File: config.mk
export PLATFORM = sky130hd
export DESIGN_NAME = rfid_frac_clkgen
export DESIGN_NICKNAME = d
export VERILOG_FILES = /design/src/rtl/rfid_clkgen_pkg.sv /design/src/rtl/rfid_frac_accum.sv /design/src/rtl/rfid_frac_clkgen.sv
export SDC_FILE = /design/constraint.sdc
export NUM_CORES = 1
export LEC_CHECK = 0
export CORE_AREA = 8 8 105 107
export CTS_CLUSTER_DIAMETER = 120
export DETAILED_ROUTE_END_ITERATION = 8
export DIE_AREA = 0 0 113 115
export PLACE_DENSITY = 0.86
export SKIP_CTS_REPAIR_TIMING = 1
export SLEW_MARGIN = 20
export SYNTH_ARGS = -nofsm -noshare
export SYNTH_HDL_FRONTEND = slang
export SYNTH_HIERARCHICAL = 1
export SYNTH_SLANG_ARGS = --single-unit
File: constraint.sdc
create_clock -name base_clk -period 8.2 [get_ports base_clk]
set_input_delay 1.23 -clock base_clk [delete_from_list [all_inputs] [get_ports base_clk]]
set_output_delay 1.23 -clock base_clk [all_outputs]
set_load 0.01 [all_outputs]
File: src/rtl/rfid_clkgen_pkg.sv
// rfid_clkgen_pkg: shared FSM states and configuration defaults for the BLF clock generator
package rfid_clkgen_pkg;
  typedef enum logic [1:0] {IDLE, RUN, DRAIN} state_e;
  localparam int MIN_DIV  = 2;
  localparam int DEF_INT  = 2;
  localparam int DEF_FRAC = 0;
  localparam int DEF_AUX  = 0;
endpackage

File: src/rtl/rfid_frac_accum.sv
// rfid_frac_accum: dual-modulus period selector; the carry of the fractional accumulator stretches a period by one
module rfid_frac_accum
  import rfid_clkgen_pkg::*;
#(
  parameter int INT_W  = 10,
  parameter int FRAC_W = 4
) (
  input  logic              base_clk,
  input  logic              rst_n,
  input  logic              start_i,
  input  logic              clear_i,
  input  logic [INT_W-1:0]  div_int_i,
  input  logic [FRAC_W-1:0] div_frac_i,
  output logic [INT_W:0]    per_o,
  output logic [INT_W:0]    half_o
);
  logic [FRAC_W-1:0] acc_q, acc_d;
  logic [FRAC_W:0]   sum;
  logic [INT_W-1:0]  int_eff;
  always_comb begin
    sum     = {1'b0, acc_q} + {1'b0, div_frac_i};
    int_eff = (div_int_i < INT_W'(MIN_DIV)) ? INT_W'(MIN_DIV) : div_int_i;
    per_o   = {1'b0, int_eff} + {{INT_W{1'b0}}, sum[FRAC_W]};
    half_o  = per_o >> 1;
    acc_d   = clear_i ? '0 : start_i ? sum[FRAC_W-1:0] : acc_q;
  end
  always_ff @(posedge base_clk or negedge rst_n) begin
    if (!rst_n) acc_q <= '0;
    else acc_q <= acc_d;
  end
endmodule

File: src/rtl/rfid_frac_clkgen.sv
// rfid_frac_clkgen: fractional BLF divider with auxiliary timebase, clean start/stop and period-boundary reload
module rfid_frac_clkgen
  import rfid_clkgen_pkg::*;
#(
  parameter int INT_W  = 10,
  parameter int FRAC_W = 4,
  parameter int AUX_W  = 8
) (
  input  logic              base_clk,
  input  logic              rst_n,
  input  logic              div_en,
  input  logic [INT_W-1:0]  div_int,
  input  logic [FRAC_W-1:0] div_frac,
  input  logic [AUX_W-1:0]  aux_half,
  input  logic              cfg_load,
  output logic              blf_clk,
  output logic              blf_tick,
  output logic              aux_clk,
  output logic              aux_tick,
  output logic              busy,
  output logic              cfg_err
);
  localparam int CW = INT_W + FRAC_W + AUX_W;
  localparam logic [CW-1:0] CFG_RST = {INT_W'(DEF_INT), FRAC_W'(DEF_FRAC), AUX_W'(DEF_AUX)};
  state_e           state_q, state_d;
  logic [INT_W:0]   cnt_q, cnt_d, per_q, per_d, half_q, half_d, per_n, half_n;
  logic [CW-1:0]    sh_q, sh_d, pd_q, pd_d;
  logic [AUX_W-1:0] aux_cnt_q, aux_cnt_d;
  logic pd_v_q, pd_v_d, blf_clk_q, blf_clk_d, blf_tick_q, blf_tick_d;
  logic aux_clk_q, aux_clk_d, aux_tick_q, aux_tick_d, cfg_err_q, cfg_err_d;
  logic active, last, start, stop, wrap;

  // The next period is sized from the shadow config as it will be after this edge
  rfid_frac_accum #(.INT_W(INT_W), .FRAC_W(FRAC_W)) u_accum (
    .base_clk   (base_clk),
    .rst_n      (rst_n),
    .start_i    (start),
    .clear_i    (state_d == IDLE),
    .div_int_i  (sh_d[CW-1 -: INT_W]),
    .div_frac_i (sh_d[AUX_W +: FRAC_W]),
    .per_o      (per_n),
    .half_o     (half_n)
  );

  always_comb begin
    active     = state_q != IDLE;
    last       = active && (cnt_q == per_q - 1'b1);
    start      = div_en && (!active || last);
    stop       = last && !div_en;
    state_d    = start ? RUN : stop ? IDLE : !active ? IDLE : div_en ? RUN : DRAIN;
    cnt_d      = (active && !last) ? cnt_q + 1'b1 : '0;
    pd_d       = cfg_load ? {div_int, div_frac, aux_half} : pd_q;
    pd_v_d     = !last && (pd_v_q || (active && cfg_load));
    sh_d       = (cfg_load && (!active || last)) ? {div_int, div_frac, aux_half} :
                 (last && pd_v_q) ? pd_q : sh_q;
    per_d      = start ? per_n : per_q;
    half_d     = start ? half_n : half_q;
    blf_tick_d = start;
    blf_clk_d  = (state_d != IDLE) && (cnt_d >= half_d);
    wrap       = aux_cnt_q >= sh_q[AUX_W-1:0];
    aux_cnt_d  = (active && !stop && !wrap) ? aux_cnt_q + 1'b1 : '0;
    aux_clk_d  = active && !stop && (aux_clk_q ^ wrap);
    aux_tick_d = active && !stop && wrap;
    cfg_err_d  = sh_d[CW-1 -: INT_W] < INT_W'(MIN_DIV);
  end

  always_ff @(posedge base_clk or negedge rst_n) begin
    if (!rst_n) begin
      state_q    <= IDLE;
      cnt_q      <= '0;
      per_q      <= '0;
      half_q     <= '0;
      sh_q       <= CFG_RST;
      pd_q       <= CFG_RST;
      pd_v_q     <= 1'b0;
      aux_cnt_q  <= '0;
      blf_clk_q  <= 1'b0;
      blf_tick_q <= 1'b0;
      aux_clk_q  <= 1'b0;
      aux_tick_q <= 1'b0;
      cfg_err_q  <= 1'b0;
    end else begin
      state_q    <= state_d;
      cnt_q      <= cnt_d;
      per_q      <= per_d;
      half_q     <= half_d;
      sh_q       <= sh_d;
      pd_q       <= pd_d;
      pd_v_q     <= pd_v_d;
      aux_cnt_q  <= aux_cnt_d;
      blf_clk_q  <= blf_clk_d;
      blf_tick_q <= blf_tick_d;
      aux_clk_q  <= aux_clk_d;
      aux_tick_q <= aux_tick_d;
      cfg_err_q  <= cfg_err_d;
    end
  end

  assign blf_clk  = blf_clk_q;
  assign blf_tick = blf_tick_q;
  assign aux_clk  = aux_clk_q;
  assign aux_tick = aux_tick_q;
  assign busy     = active;
  assign cfg_err  = cfg_err_q;
endmodule

==> flow_metrics.tcl <==
set metrics [dict create \
    clock_power_share 0.206 \
    finClkSkew_ns 0.0173 \
    rrSetupSlack_ns 1.47 \
    grt_overflow 0 \
    synth-seq-cells 97 \
    cts_tree "done" \
    clk_pin_slew_worst_paths_ns 0.10 \
    hold_viol 0 \
    maxCapViolCount 0 \
    final_common_cell "dfrtp_1" \
    end_kind "flip-flop" \
    final_cell_mix "dfrtp_1 (95), nor2_1 (48), mux2i_1 (33), inv_1 (32), mux2_2 (32)" \
    syn-mean-instance-area_sq_um 10.5 \
    core.rowCount 36 \
    diodes 0 \
    synth_cell_type_count 56 \
    worstPathRequired_ns 8.41 \
    die-height_microns 115 \
    p_comb_frac 0.353 \
    worst_hold_path.endpoint "half_q[2]" \
    met2_length_microns 5680 \
    reg2reg_to "blf_clk" \
    cts.path.max_buffers 2 \
    io_buffers 31 \
    layout-drive-gt1-share 0.127 \
    holdPathStages 2 \
    synth.yosys.warnings 6 \
    antenna_found_initial 0 \
    seqPwrFrac 0.441 \
    switchingPower_uw 589 \
    fp.dieW_microns 113 \
    critPathKind "reg2reg" \
    routed_via_density 5.84 \
    final_cell_count_no_fill 650 \
    fin_hold_ws_ns 0.499 \
    drc_errors 0 \
    final.setup.worst_slack_ns 1.47 \
    slowest_stage "or4b_1" \
    grt_pass1_wl_microns 19100 \
    ctsHtreeMaxLevel 3 \
    tns_ns 0 \
    place_ws_ns 1.55 \
    syn_nets 572 \
    drv_slew 0 \
    ir_drop_v 0.000172 \
    die_area_sq_um 13000 \
    clkSinkCount 97 \
    cp-start-kind "flip-flop" \
    track_usage 0.185 \
    rsz0062_at_grt "false" \
    p_leak_nw 2.87 \
    wl_met3_microns 497 \
    drt_iter0_drc 199 \
    dp_hpwl_microns 8260 \
    wl_met1_microns 5060 \
    worstPathMaxFanout 18 \
    hold_class "reg2reg" \
    reg2regPathDepth 29 \
    start_util 0.573 \
    setup_viol 0 \
    first_global_vias 3968 \
    dp_cells 634 \
    async_flop_share 1.00 \
    yosysSeqAreaShare 0.448 \
    status "finished clean" \
    power.share.switching 0.372 \
    cts_buffers 9 \
    max_freq_mhz 149 \
    clock_latency_ns 0.37 \
    worstReg2RegStart "per_q[0]" \
    core_sq_um 9460 \
    grt_max_degree 71 \
    critical-path-max-stage-delay_ns 1.00 \
    synth_area_sq_um 5420 \
    hp-start "half_q[2]" \
    io_pins 32 \
    routed_wl_microns 11500 \
    vias 3797 \
    wl_per_cell_microns 17.7 \
    postSynthCellCount 517 \
    ant_nets 0 \
    period_share 0.821 \
    clock-root-buffer "clkbuf_8" \
    synth_edf_count 0 \
    top_layer "met4" \
    ys.flop_type "dfrtp_1" \
    period_needed_ns 6.73 \
    dr.pass1.iters 4 \
    tightest_slew_ns 1.02 \
    num-nets-final 586 \
    syn_to_final_growth_pct 9.42 \
    place.gp.congestion 0.973 \
    p_per_area_nw_per_um2 267 \
    slew_headroom 0.317 \
    intPower_uw 995 \
    crit_arrival_ns 6.94 \
]
[through the flow]
stage	util	area (sq um)	power, mW
final	0.627	5930	1.58
after floorplan	-	5420	1.13
after CTS	0.627	5930	1.59
after global routing	0.627	5930	1.69
after global placement	0.606	5730	1.23
after detailed placement	0.606	5730	1.26
[cells by family after synthesis]
logic type	share of synthesized area
other cells	0.000692
mux	0.129
simple gates	0.149
xor+xnor	0.0598
buf+inv	0.0547
fa+ha+maj	0.0683
compound gates	0.0900
flops	0.448
[final cells by class]
class                   count  area, sq um
multi-input cells         355         2700
clock buffers              10          128
inverters                  32          120
well taps                 114          143
repair buffers             36          345
clock inverters             6         71.3
flip-flops and latches     97         2430
fillers                   733         3530
[routing by layer]
layer	GRT usage	vias up
met5	0	-
met4	0.0773	0
met3	0.0357	19
met2	0.320	96
met1	0.224	1868
li1	-	1814
[synthesized netlist by cell type, drive strengths merged (2+ instances only)]
master,n,share of area
dfrtp,95,0.44
nor2,48,0.033
mux2,33,0.069
mux2i,33,0.061
inv,32,0.022
ha,28,0.065
nand3,23,0.022
xor2,22,0.036
a21oi,21,0.019
buf,17,0.021
nand2,17,0.012
clkbuf,16,0.011
xnor2,15,0.024
nand2b,10,0.012
nor2b,9,0.010
o21ai,9,0.0083
a211oi,8,0.011
a21o,7,0.0097
and3,7,0.0081
nor3,7,0.0092
o21a,7,0.0097
nand4,6,0.0069
nor4,6,0.011
a221oi,4,0.0065
or2,4,0.0046
o211ai,3,0.0042
or4,3,0.0042
a311oi,2,0.0032
and2,2,0.0023
dfstp,2,0.0097
nand4b,2,0.0032
o21bai,2,0.0028
or3,2,0.0023
or4b,2,0.0037
[critical path, delay by kind of cell (launching register included)]
family,cells,cell delay (ns)
AND/OR/NAND/NOR,5,1.55
XOR/XNOR,1,0.20
adder cells (fa/ha/maj),6,1.67
buffers and inverters,2,0.16
multiplexers,2,0.36
flip-flops,1,0.52
AO/OA/AOI/OAI,13,2.09
[flip-flops by register name, indices dropped and copies added (netlist names), 2 cells and up]
register / flops
sh_q: 22
per_q: 11
u_accum/acc_q: 4
state_q: 2
half_q: 11
cnt_q: 11
pd_q: 22
aux_cnt_q: 8
[power groups by stage]
stage / Clock, mW / Sequential [mW] / Combinational (mW)
finish: 0.327 / 0.698 / 0.559
global placement: 0 / 0.697 / 0.530
detailed placement: 0 / 0.704 / 0.555
CTS: 0.329 / 0.695 / 0.560
floorplan: 0 / 0.662 / 0.466
global route: 0.348 / 0.711 / 0.627
[how the worst max path moves through the flow]
stage	startpoint	endpoint	slack, ns	cells past startpoint
after CTS	per_q[0]	blf_clk	1.48	29
after detailed placement	per_q[0]	blf_clk	1.55	29
final	per_q[0]	blf_clk	1.47	29
after global routing	per_q[0]	blf_clk	0.92	30
after floorplan	per_q[0]	blf_clk	2.10	33
after global placement	per_q[0]	blf_clk	1.82	29
Power figures use the tool's default switching activity.
